--- src/rtl/ls_pkg.sv ---
// Shared encodings for the load/store unit: micro-op codes, FSM states and
// small decode helpers used by the unit and its queue.
package ls_pkg;

  localparam int UFOP_W = 3;

  typedef enum logic [UFOP_W-1:0] {
    UFOP_NOP   = 3'd0,
    UFOP_LOAD  = 3'd4,
    UFOP_STORE = 3'd5
  } ufop_t;

  typedef enum logic [1:0] {
    ST_IDLE  = 2'd0,
    ST_EXEC  = 2'd1,
    ST_READ  = 2'd2,
    ST_BCAST = 2'd3
  } ls_state_t;

  // Any encoding other than LOAD/STORE behaves as a NOP.
  function automatic logic is_load(input logic [UFOP_W-1:0] op);
    return (op == UFOP_LOAD);
  endfunction

  function automatic logic is_store(input logic [UFOP_W-1:0] op);
    return (op == UFOP_STORE);
  endfunction

endpackage

--- src/rtl/fila_ls.sv ---
// In-order operation queue for the load/store unit: circular buffer with
// wrapping pointers, occupancy count and a synchronous flush.
module fila_ls #(
  parameter int DEPTH = 4,
  parameter int WIDTH = 8
) (
  input  logic                   Clock,
  input  logic                   Reset_n,
  input  logic                   Clear,
  input  logic                   push,
  input  logic                   pop,
  input  logic [WIDTH-1:0]       din,
  output logic [WIDTH-1:0]       dout,
  output logic                   full,
  output logic                   empty,
  output logic [$clog2(DEPTH):0] count
);

  localparam int PTR_W = $clog2(DEPTH);
  localparam int CNT_W = PTR_W + 1;

  logic [WIDTH-1:0] mem_r [DEPTH];
  logic [PTR_W-1:0] wr_ptr_r;
  logic [PTR_W-1:0] rd_ptr_r;
  logic [CNT_W-1:0] count_r;
  logic             push_s;
  logic             pop_s;

  // A full queue ignores pushes even if a pop happens on the same edge.
  assign push_s = push && !full && !Clear;
  assign pop_s  = pop && !empty && !Clear;
  assign full   = (count_r == CNT_W'(DEPTH));
  assign empty  = (count_r == {CNT_W{1'b0}});
  assign count  = count_r;
  assign dout   = mem_r[rd_ptr_r];

  // Entry storage; contents are only meaningful between the pointers.
  always_ff @(posedge Clock) begin
    if (push_s) begin
      mem_r[wr_ptr_r] <= din;
    end
  end

  // Pointer and occupancy bookkeeping; DEPTH is a power of two so pointers wrap.
  always_ff @(posedge Clock or negedge Reset_n) begin
    if (!Reset_n) begin
      wr_ptr_r <= {PTR_W{1'b0}};
      rd_ptr_r <= {PTR_W{1'b0}};
      count_r  <= {CNT_W{1'b0}};
    end else if (Clear) begin
      wr_ptr_r <= {PTR_W{1'b0}};
      rd_ptr_r <= {PTR_W{1'b0}};
      count_r  <= {CNT_W{1'b0}};
    end else begin
      if (push_s) begin
        wr_ptr_r <= wr_ptr_r + PTR_W'(1);
      end
      if (pop_s) begin
        rd_ptr_r <= rd_ptr_r + PTR_W'(1);
      end
      case ({push_s, pop_s})
        2'b10:   count_r <= count_r + CNT_W'(1);
        2'b01:   count_r <= count_r - CNT_W'(1);
        default: count_r <= count_r;
      endcase
    end
  end

endmodule

--- src/rtl/unidade_load_store.sv ---
// Load/store unit: queues issued memory operations and executes them in order,
// driving an external synchronous memory and broadcasting load results on the CDB.
module unidade_load_store
  import ls_pkg::*;
#(
  parameter int DATA_W = 16,
  parameter int ADDR_W = 4,
  parameter int DEPTH  = 4,
  parameter int TAG_W  = 3
) (
  input  logic                   Clock,
  input  logic                   Reset_n,
  input  logic                   Clear,
  input  logic                   Issue_valid,
  output logic                   Issue_ready,
  input  logic [UFOP_W-1:0]      Ufop,
  input  logic [DATA_W-1:0]      A,
  input  logic [DATA_W-1:0]      Imm,
  input  logic [DATA_W-1:0]      Sd,
  input  logic [TAG_W-1:0]       Tag,
  output logic [ADDR_W-1:0]      Mem_addr,
  output logic                   Mem_wren,
  output logic [DATA_W-1:0]      Mem_din,
  input  logic [DATA_W-1:0]      Mem_q,
  output logic                   Cdb_req,
  input  logic                   Cdb_grant,
  output logic                   Write_Enable_CDB,
  output logic [DATA_W-1:0]      Q,
  output logic [TAG_W-1:0]       Cdb_tag,
  output logic                   Done,
  output logic                   Busy,
  output logic [$clog2(DEPTH):0] Count
);

  localparam int ENTRY_W = UFOP_W + ADDR_W + DATA_W + TAG_W;

  logic [ENTRY_W-1:0] entry_in_s;
  logic [ENTRY_W-1:0] head_s;
  logic [UFOP_W-1:0]  head_op_s;
  logic [ADDR_W-1:0]  head_addr_s;
  logic [DATA_W-1:0]  head_sd_s;
  logic [TAG_W-1:0]   head_tag_s;
  logic               push_s;
  logic               pop_s;
  logic               full_s;
  logic               empty_s;

  ls_state_t          state_r;
  logic [UFOP_W-1:0]  op_r;
  logic [TAG_W-1:0]   tag_r;
  logic [ADDR_W-1:0]  mem_addr_r;
  logic               mem_wren_r;
  logic [DATA_W-1:0]  mem_din_r;
  logic [DATA_W-1:0]  q_r;
  logic [TAG_W-1:0]   cdb_tag_r;
  logic               cdb_req_r;
  logic               done_r;

  // Effective address keeps only the low ADDR_W bits; the carry is dropped.
  assign entry_in_s = {Ufop, ADDR_W'(A + Imm), Sd, Tag};
  assign {head_op_s, head_addr_s, head_sd_s, head_tag_s} = head_s;

  assign push_s = Issue_valid && !full_s;
  assign pop_s  = (state_r == ST_IDLE) && !empty_s;

  fila_ls #(
    .DEPTH (DEPTH),
    .WIDTH (ENTRY_W)
  ) u_fila (
    .Clock   (Clock),
    .Reset_n (Reset_n),
    .Clear   (Clear),
    .push    (push_s),
    .pop     (pop_s),
    .din     (entry_in_s),
    .dout    (head_s),
    .full    (full_s),
    .empty   (empty_s),
    .count   (Count)
  );

  assign Issue_ready      = !full_s;
  assign Busy             = !empty_s || (state_r != ST_IDLE);
  assign Write_Enable_CDB = cdb_req_r && Cdb_grant;
  assign Mem_addr         = mem_addr_r;
  assign Mem_wren         = mem_wren_r;
  assign Mem_din          = mem_din_r;
  assign Q                = q_r;
  assign Cdb_tag          = cdb_tag_r;
  assign Cdb_req          = cdb_req_r;
  assign Done             = done_r;

  // Execution FSM; memory strobes are set on the pop edge so they are valid throughout EXEC.
  always_ff @(posedge Clock or negedge Reset_n) begin
    if (!Reset_n) begin
      state_r    <= ST_IDLE;
      op_r       <= {UFOP_W{1'b0}};
      tag_r      <= {TAG_W{1'b0}};
      mem_addr_r <= {ADDR_W{1'b0}};
      mem_wren_r <= 1'b0;
      mem_din_r  <= {DATA_W{1'b0}};
      q_r        <= {DATA_W{1'b0}};
      cdb_tag_r  <= {TAG_W{1'b0}};
      cdb_req_r  <= 1'b0;
      done_r     <= 1'b0;
    end else if (Clear) begin
      state_r    <= ST_IDLE;
      mem_wren_r <= 1'b0;
      mem_din_r  <= {DATA_W{1'b0}};
      cdb_req_r  <= 1'b0;
      done_r     <= 1'b0;
    end else begin
      mem_wren_r <= 1'b0;
      mem_din_r  <= {DATA_W{1'b0}};
      done_r     <= 1'b0;
      case (state_r)
        ST_IDLE: begin
          if (pop_s) begin
            op_r       <= head_op_s;
            tag_r      <= head_tag_s;
            mem_addr_r <= head_addr_s;
            if (is_store(head_op_s)) begin
              mem_wren_r <= 1'b1;
              mem_din_r  <= head_sd_s;
            end
            state_r <= ST_EXEC;
          end else begin
            state_r <= ST_IDLE;
          end
        end
        ST_EXEC: begin
          if (is_load(op_r)) begin
            state_r <= ST_READ;
          end else begin
            done_r  <= 1'b1;
            state_r <= ST_IDLE;
          end
        end
        ST_READ: begin
          q_r       <= Mem_q;
          cdb_tag_r <= tag_r;
          cdb_req_r <= 1'b1;
          state_r   <= ST_BCAST;
        end
        ST_BCAST: begin
          if (Cdb_grant) begin
            cdb_req_r <= 1'b0;
            done_r    <= 1'b1;
            state_r   <= ST_IDLE;
          end else begin
            state_r <= ST_BCAST;
          end
        end
        default: begin
          cdb_req_r <= 1'b0;
          state_r   <= ST_IDLE;
        end
      endcase
    end
  end

endmodule

--- config.mk ---
export PLATFORM = sky130hd
export DESIGN_NAME = unidade_load_store
export DESIGN_NICKNAME = d
export VERILOG_FILES = /design/src/rtl/ls_pkg.sv /design/src/rtl/fila_ls.sv /design/src/rtl/unidade_load_store.sv
export SDC_FILE = /design/constraint.sdc
export NUM_CORES = 1
export LEC_CHECK = 0
export CAP_MARGIN = 20
export CORE_UTILIZATION = 35
export DETAILED_ROUTE_END_ITERATION = 16
export GPL_ROUTABILITY_DRIVEN = 1
export GPL_TIMING_DRIVEN = 0
export SLEW_MARGIN = 0
export SYNTH_ARGS = -nofsm -noshare
export SYNTH_HDL_FRONTEND = slang
export SYNTH_SLANG_ARGS = --single-unit
export TNS_END_PERCENT = 5
--- constraint.sdc ---
create_clock -name Clock -period 2.6 [get_ports Clock]
set_clock_uncertainty 0.1 [all_clocks]
set_input_delay 0.26 -clock Clock [delete_from_list [all_inputs] [get_ports Clock]]
set_output_delay 0.26 -clock Clock [all_outputs]
set_load 0.02 [all_outputs]
; Word level (Yosys, flattened, before mapping)
; Memories as Yosys holds them, arrays and structs flattened.
; Index checks and enable logic that the tools add are counted.
[totals]
register_bits = 57
latch_bits = 0
ram_bits = 104
mem_bits_ro = 0
in_bits = 75
output_inout_bits = 48
wordCells = 78
n_memories = 1
[op_classes]
add_sub_neg = 5
multipliers = 0
n_div = 0
order_cmp = 0
n_eq_ne = 9
shifts = 0
mux = 28
bitwise_logic = 1
n_reduce_logical = 21
[memory_table]
columns = memory, words, word_bits, read_ports, rd_clocked_by_memory_dff, wr, line
row1 = u_fila.mem_r, 4, 26, 1, 0, 1, fila_ls.sv:22  ; logic [WIDTH-1:0] mem_r [DEPTH];
[op_table]
columns = operator, count
row1 = $mux W16, 4
row2 = $mux W2, 7
row3 = $mux W1, 12
row4 = $eq A3 B3 Y1 const B, 3
row5 = $pmux W2 S4, 1
row6 = $logic_and A1 B1 Y1, 7
row7 = $eq A2 B2 Y1 const B, 3
row8 = $pmux W3 S2, 1
row9 = $reduce_bool A2 Y1, 3
row10 = $reduce_bool A3 Y1, 2
row11 = $add A2 B1 Y2 const B, 2
row12 = $add A4 B4 Y4, 1
row13 = $eq A2 B1 Y1 const B, 2
row14 = $pmux W1 S2, 2
row15 = $reduce_and A2 Y1, 2
row16 = $add A3 B1 Y3 const B, 1
row17 = $logic_not A1 Y1, 3
row18 = $logic_not A3 Y1, 1
row19 = $mux W3, 1
row20 = $ne A3 B3 Y1 const B, 1
row21 = $reduce_and A3 Y1, 1
row22 = $sub A3 B1 Y3 const B, 1
row23 = $logic_not A2 Y1, 1
row24 = $logic_or A1 B1 Y1, 1
row25 = $not A1 Y1, 1

; Depth between registers and ports, before layout
; Gate-level depths: netlist of the first run.
[depth]
word_depth = 8
depth_mapped = 8
depth_no_buf = 7

; Hierarchy
; A second synthesis of the first run with hierarchy kept.
[unflattened]
cells_unflattened = 335
area_unflattened_um2 = 6362.4
[modules_own_cells]
columns = module, n_inst, cells_per_inst, area_each_um2
row1 = fila_ls, 1, 201, 4364.2
row2 = unidade_load_store, 1, 134, 1998.2

; Worst setup path before layout of the first run
; No wires, ideal clock.
[synth_path]
kind = register to register
startpoint = reg u_fila.count_r[0], in the netlist u_fila.count[0]
endpoint = mem u_fila.mem_r[0][0] (netlist name), enable pin
setup_ps = 385
t_arrival_ps = 1920
required_time_ps = 2115
setup_slack_ps = 195
stages_incl_launch_ff = 5
path_buffers = 1
path_cell_list = dfrtp_1 > or3b_1 > clkbuf_1 > and3b_1 > and2_1
[synth_via]
elab_chain_len = 7
[synth_rtl]
columns = element, line
row1 = "start, declared", fila_ls.sv:25  ; logic [CNT_W-1:0] count_r;
row2 = "start signal, assigned", fila_ls.sv:49  ; count_r <= {CNT_W{1'b0}};
row3 = "start signal, assigned", fila_ls.sv:53  ; count_r <= {CNT_W{1'b0}};
row4 = "start signal, assigned", fila_ls.sv:62  ; 2'b10: count_r <= count_r + CNT_W'(1);
row5 = $eq A3 B3 Y1 *, fila_ls.sv:32  ; assign full = (count_r == CNT_W'(DEPTH));
row6 = $logic_not A1 Y1 *, -
row7 = net Issue_ready, unidade_load_store.sv:15  ; output logic Issue_ready,
row8 = $logic_and A1 B1 Y1, unidade_load_store.sv:63  ; assign push_s = Issue_valid && !full_s;
row9 = $logic_and A1 B1 Y1 * (2 in series), fila_ls.sv:30  ; assign push_s = push && !full && !Clear;
row10 = $mux W1 *, fila_ls.sv:39  ; if (push_s) begin
row11 = $mux W1 (implied by the code) *, fila_ls.sv:40  ; mem_r[wr_ptr_r] <= din;
row12 = "end, declared", fila_ls.sv:22
; Mark *: on every way through the listed nets, which the timed path passes. The rest lies on a longest branch.

; Worst setup path after layout of the first run
[layout_path]
startpoint = reg u_fila.count_r[0], in the netlist u_fila.count[0]
endpoint = out Issue_ready
[layout_via]
elab_chain_len = 2
[layout_rtl]
columns = element, line
row1 = $eq A3 B3 Y1, fila_ls.sv:32
row2 = $logic_not A1 Y1, unidade_load_store.sv:82  ; assign Issue_ready = !full_s;
row3 = "end, declared", unidade_load_store.sv:15
; Every way passes these cells.

==> results of run 1 <==
-- routing by layer --
metal  GRT usage (%)  wire length (um)  vias up
met5               0                 0        -
met4            4.31               124        0
met3            4.79               591       10
met2            23.4              5900       86
met1            15.4              4680     1585
li1                -                 -     1461
-- final timing paths --
path / slack [ns] / to / from
worst min register to register: 0.37 / op_r[2] / op_r[2]
max in group asynchronous: 1.52 / Mem_din[5] / Reset_n
min in group asynchronous: 0.38 / u_fila.count[1] / Reset_n
worst max-delay path: 0.21 / Issue_ready / u_fila.count[0]
worst max register to register: 0.28 / u_fila.mem_r[0][13] / u_fila.count[0]
worst min-delay path: 0.14 / u_fila.wr_ptr_r[1] / Issue_valid
-- tightest hold or removal path: stages --
cell and delay [ns]:
clkbuf_1 0.18, nand3_1 0.11, a21oi_1 0.06
-- kinds of logic after synthesis --
logic type | count (synthesis)
fa+ha+maj | 9
buf+inv | 20
mux | 54
simple gates | 57
flops | 161
compound gates | 15
xor+xnor | 9
-- state kept, by name (all words and copies together), names as in the netlist --
register,flops
u_fila.mem_r,104
Mem_din,16
Q,16
Mem_addr,4
Cdb_tag,3
op_r,3
tag_r,3
u_fila.count,3
state_r,2
u_fila.rd_ptr_r,2
u_fila.wr_ptr_r,2
Cdb_req,1
Done,1
Mem_wren,1
-- area by class of cell --
type | instances | area [sq um]
inverters | 7 | 26.3
plain buffers | 12 | 68.8
well taps | 225 | 282
repair buffers | 99 | 986
flip-flops and latches | 161 | 4550
clock buffers | 20 | 437
multi-input cells | 144 | 1570
clock inverters | 12 | 213
fillers | 1494 | 9170
-- cell usage in the layout (no fill, tap or decap), drive strengths merged, types with 2 or more instances in the layout --
| cell | count |
|---|---|
| a21o | 2 |
| a21oi | 6 |
| and2 | 7 |
| and3b | 2 |
| buf | 9 |
| bufinv | 6 |
| clkbuf | 25 |
| clkdlybuf4s50 | 96 |
| clkinv | 4 |
| clkinvlp | 2 |
| dfrtp | 57 |
| edfxtp | 104 |
| fa | 2 |
| ha | 7 |
| inv | 7 |
| mux2 | 28 |
| mux4 | 26 |
| nand2 | 7 |
| nand3 | 2 |
| nand3b | 2 |
| nor2 | 11 |
| nor2b | 18 |
| nor3 | 2 |
| o21ai | 4 |
| xnor2 | 7 |
-- metrics by stage --
stage / util (%) / setup WS (ns) / total power [uW]
3_3_place_gp: 43.1 / -0.872 / 5550
6_report: 47.0 / 0.206 / 8250
2_1_floorplan: - / 0.195 / 4700
5_1_grt: 47.0 / 0.141 / 8670
4_1_cts: 46.9 / 0.186 / 8350
3_5_place_dp: 43.1 / -0.105 / 5600
-- power by group --
group | leakage [uW] | switching (uW) | internal [uW] | total [uW]
Combinational | 0.000994 | 1030 | 1130 | 2160
Clock | 0.000309 | 941 | 1790 | 2730
Sequential | 0.00168 | 215 | 3140 | 3360
Total | 0.00298 | 2180 | 6060 | 8250
-- repair_timing --
action | CTS | global route
pin swaps | 0 | 1
setup endpoints to repair | 1 | 1
gates resized for setup | 1 | 0
endpoints found under the hold margin | 57 | 0
buffers inserted | 0 | 1
hold buffers | 1 | 0
==> metrics.txt, run 1 <==
Mapped Cells between 300 and 400; Fin. Hold Viols 0; arrival time at the worst endpoint 2.03 ns; Post-synth EDFFs 104; Core Area approximately 0.017 sq mm; Max VDD drop between 0.0006 and 0.0007 V; type of the worst setup path flip-flop to output pin; Worst Path Buf+Inv 2; GPL Wtd Cong 0.673; Post-synth ARST share a little over a third; pin count of the biggest net entering global routing 58; vias in the first global route ~3300; worst hold slack ~0.14 ns; Synth area leader edfxtp_1; CTS Buf Count 17; CP Max Fanout 8; Worst Max-Slew Pin Slew 0.798 ns; RSZ-0062 raised after global routing no; Synth top area share between 50% and 60%; xor and xnor area share after synthesis roughly 1.5%; ranking of synthesized cells by area edfxtp_1, dfrtp_1, mux4_2; Crit-path slowest cell clkdlybuf4s50_1; max incr delay on CP 0.56 ns; Die W about 140 um; CP delay by family, top buffers and inverters; number of library cell types mapped by synthesis 38; Worst Path Required ~2.2 ns; initial antenna violation count 0; routed len/inst 16.6 um; Total GRT Usage 13.5%; DR iter-0 viols approximately 120; share of cells above drive strength 1 15.4%; Seq cells post-synth between 150 and 200; CTS H-tree depth 4; multiplexer area fraction after synthesis ~15%; CTS root buf clkbuf_16; drt first pass iters 4; leakage slightly below 0.003 uW; row count between 40 and 50; clk buf depth 2; simple-gate share of the synthesized area between 5 and 6%; Post-synth top flop edfxtp_1; post-DR vias/cell about 4.6; die height roughly 140 um; Syn-to-layout area delta 31.0%; Placed Area 0.00746 sq mm; crit-path cells or3b_1 -> clkbuf_1 -> clkdlybuf4s50_1; Initial Util between 30% and 40%; clock sink count 161; Adder-Cell Fraction of Synth Area under 10%; final setup TNS 0 ns; fin nets 526; CTS tree built; largest family of logic cells by synthesized area multiplexers; Congestion Overflow GR 0; crit path capture type output pin; Slew Viols, Final 0; Design Area, Final about 0.0081 sq mm; Post-Layout Cell Count 680; Top Ports around 120; max_cap viols 0; clk_lat worst skew between 0.4 and 0.5 ns; Worst Hold Path Cells 3; fin crit share between 90% and 100%; area fraction in compound gates after synthesis under 10%; Post-Route WL about 11000 um; final setup vio count 0; count leader, synth edfxtp_1; I/O Buffers 97; PD cells about 1000 mW/mm^2; die area roughly 0.018 sq mm; DRC violations left 0; DR vias about 3100; ANT cells 0; r2r worst-path depth 4; Worst-path clk slew roughly 0.060 ns; synthesized cell area ~0.0062 sq mm; Ys Warns 0; Max Clock Freq 0.418 GHz; Tmin final between 2 and 2.5 ns; syn nets between 400 and 500; Placed Cells approximately 650; post-DP HPWL between 6000 and 7000 um; run status complete, no violations; CP Depth 3; worst hold path type primary input to flip-flop; syn_area_per_cell about 19 sq um; sequential share of the synthesized area between 70% and 80%; post-route ant nets 0; Slew headroom between 40% and 50%; Synth top cells by count edfxtp_1, dfrtp_1, mux2_1; first-pass GRT wire length between 15000 and 20000 um; Worst Setup Start Kind flip-flop
(Power assumes the default switching activity.)
==> run 2, diff against run 1 <==
==> constraint.sdc (replaced) <==
create_clock -name Clock -period 2 [get_ports Clock]
set_clock_uncertainty 0.1 [all_clocks]
set_input_delay 0.2 -clock Clock [delete_from_list [all_inputs] [get_ports Clock]]
set_output_delay 0.2 -clock Clock [all_outputs]
set_load 0.02 [all_outputs]
==> run 2 against run 1 <==
  * The run now ends with negative setup slack left
  * Critical path depth grew 4
  * Flip-flop and latch count unchanged
  * Clock power increased by 32%
==> metrics.txt, run 2 (same netlist as run 1, synthesis figures left out) <==
drt first pass iters 4 (unchanged); ANT cells 0 (unchanged); die area 0.0183 sq mm (unchanged); row count 48 (unchanged); CTS root buf clkbuf_16; post-DR vias/cell 4.60 (-0.41%); hold endpoint u_fila.wr_ptr_r[1]; clock sink count 161 (unchanged); Slew Viols, Final 0 (unchanged); Initial Util 35.9% (unchanged); CP Max Fanout 5 (-3); PD cells 1330 mW/mm^2 (+31%); number of flip-flops in the largest register 104 (unchanged); commonest non-fill, non-tap cell in the layout edfxtp_1; final setup vio count 1 (+1); routed len/inst 16.3 um (-1.9%); Slew headroom 66.5% (+20 points); largest register by flop count u_fila.mem_r; final worst setup slack -0.0258 ns (-0.231 ns); Die W 135 um (unchanged); CTS tree built; DR iter-0 viols 142 (+23%); fin util 47.8% (+0.86 points); initial antenna violation count 0 (unchanged); commonest non-fill, non-tap cells in the layout edfxtp_1, clkdlybuf4s50_1, dfrtp_1; fin crit share 101%; Post-Route WL 11300 um (unchanged); Congestion Overflow GR 0 (unchanged); max_cap viols 0 (unchanged); run status complete, but fails checks; Worst Setup Start Kind flip-flop; Worst Hold Path Cells 3 (unchanged); final setup TNS -0.0258 ns (-0.0258 ns); Fin. Hold Viols 0 (unchanged); Top Ports 123 (unchanged); clk_lat worst skew 0.42 ns (about the same); post-route ant nets 0 (unchanged); worst hold slack 0.108 ns (-0.0273 ns); vias in the first global route 3337 (+0.30%); DRC violations left 0 (unchanged); type of the worst setup path flip-flop to flip-flop; Worst R2R Setup Slack -0.03 ns (-0.31 ns); share of cells above drive strength 1 21.4% (+6.0 points); leakage 0.00307 uW (+2.9%); Tmin final 2.03 ns; r2r worst-path depth 7 (+3); Worst Path Required 2.23 ns (about the same); die height 135 um (unchanged); CTS Buf Count 17 (unchanged); HP Start Issue_valid; clk buf depth 2 (unchanged); Worst Max-Slew Pin Slew 0.503 ns (-0.295 ns); post-DP HPWL 7020 um (+1.7%); failing checks negative setup slack; worst hold path type primary input to flip-flop; Placed Area 0.00749 sq mm (+0.45%); Max VDD drop 0.000750 V (+20%); Worst-path clk slew 0.06 ns (about the same); fin nets 539 (+2.5%); RSZ-0062 raised after global routing yes; pin count of the biggest net entering global routing 39 (-33%); Max Clock Freq approximately 0.5 GHz; I/O Buffers 97 (unchanged); arrival time at the worst endpoint 2.26 ns (+0.23 ns); GPL Wtd Cong 0.724 (+7.6%); Core Area 0.0173 sq mm (unchanged); Design Area, Final 0.00828 sq mm (+1.8%); worst reg2reg startpoint u_fila.count[2]; R2R Path End u_fila.count[2]; Total GRT Usage 13.3% (-0.16 points); CTS H-tree depth 4 (unchanged); first-pass GRT wire length 17600 um (about the same); crit path capture type flip-flop; Syn-to-layout area delta 33.4%; DR vias 3189 (+1.5%)
-- run 2: cell count changes in the layout (fill, tap and decap cells not counted), sizes merged --
cell,change
buf,+12
clkinv,+2
clkdlybuf4s50,-2
inv,+1
-- run 2: through the flow --
step | cells | total power [uW] | setup WS (ns)
6_report | 693 | 11000 | -0.0258
5_1_grt | 693 | 11500 | -0.114
4_1_cts | 682 | 11000 | -0.0773
3_5_place_dp | 648 | 7320 | -0.588
3_3_place_gp | 647 | 7250 | -1.57
2_1_floorplan | 325 | 6150 | -0.161
-- run 2: where the power goes --
part	total (uW)	internal, uW	switching [uW]
clock	3610	2330	1270
combinational	3020	1620	1410
sequential	4370	4090	282
total	11000	8040	2960
-- run 2: per-layer routing --
metal,part of all wire (%),track usage (%)
met3,5.3,3.93
met2,49,21.8
met4,1.7,5.62
met5,0,0
met1,44,16.4
-- run 2: timing repair --
item	in CTS	in global routing
hold buffers	1	0
gates resized for setup	9	12
hold endpoints to repair	19	0
endpoints found under the setup margin	115	113
pin swaps	2	6
buffers inserted	2	11
-- run 2: critical path, cell delays in order, from the launching register on --
cell     delay (ns)
dfrtp_2        0.45
nor3_4         0.23
or4_4          0.16
a21oi_2        0.04
fa_2           0.44
nor4_2         0.27
o21ai_1        0.09
a31oi_1        0.17
-- run 2: how the worst max path moves through the flow --
stage	startpoint	endpoint	slack [ns]	cells after the start
3_3_place_gp	Reset_n	u_fila.count[0]	-1.57	1
2_1_floorplan	u_fila.count[1]	u_fila.count[2]	-0.16	8
3_5_place_dp	Clear	u_fila.count[2]	-0.59	8
4_1_cts	u_fila.count[0]	Issue_ready	-0.08	3
6_report	u_fila.count[2]	u_fila.count[2]	-0.03	7
5_1_grt	u_fila.count[2]	u_fila.count[2]	-0.11	7
-- run 2: cell type report --
type                            count  area, sq um
Buffer                             12         78.8
Clock buffer                       17          425
Clock inverter                     15          239
Fill cell                        1465         9020
Inverter                            7         26.3
Multi-Input combinational cell    144         1590
Sequential cell                   161         4550
Tap cell                          225          282
Timing Repair Buffer              112         1080
==> run 3, diff against run 2 <==
--- a/config.mk
+++ b/config.mk
@@ -7,6 +7,7 @@
 export LEC_CHECK = 0
 export CAP_MARGIN = 20
 export CORE_UTILIZATION = 35
+export CTS_CLUSTER_SIZE = 24
 export DETAILED_ROUTE_END_ITERATION = 16
 export GPL_ROUTABILITY_DRIVEN = 1
 export GPL_TIMING_DRIVEN = 0
==> results of run 3 <==
The final DEF is identical to that of run 2; final timing and power are the same.
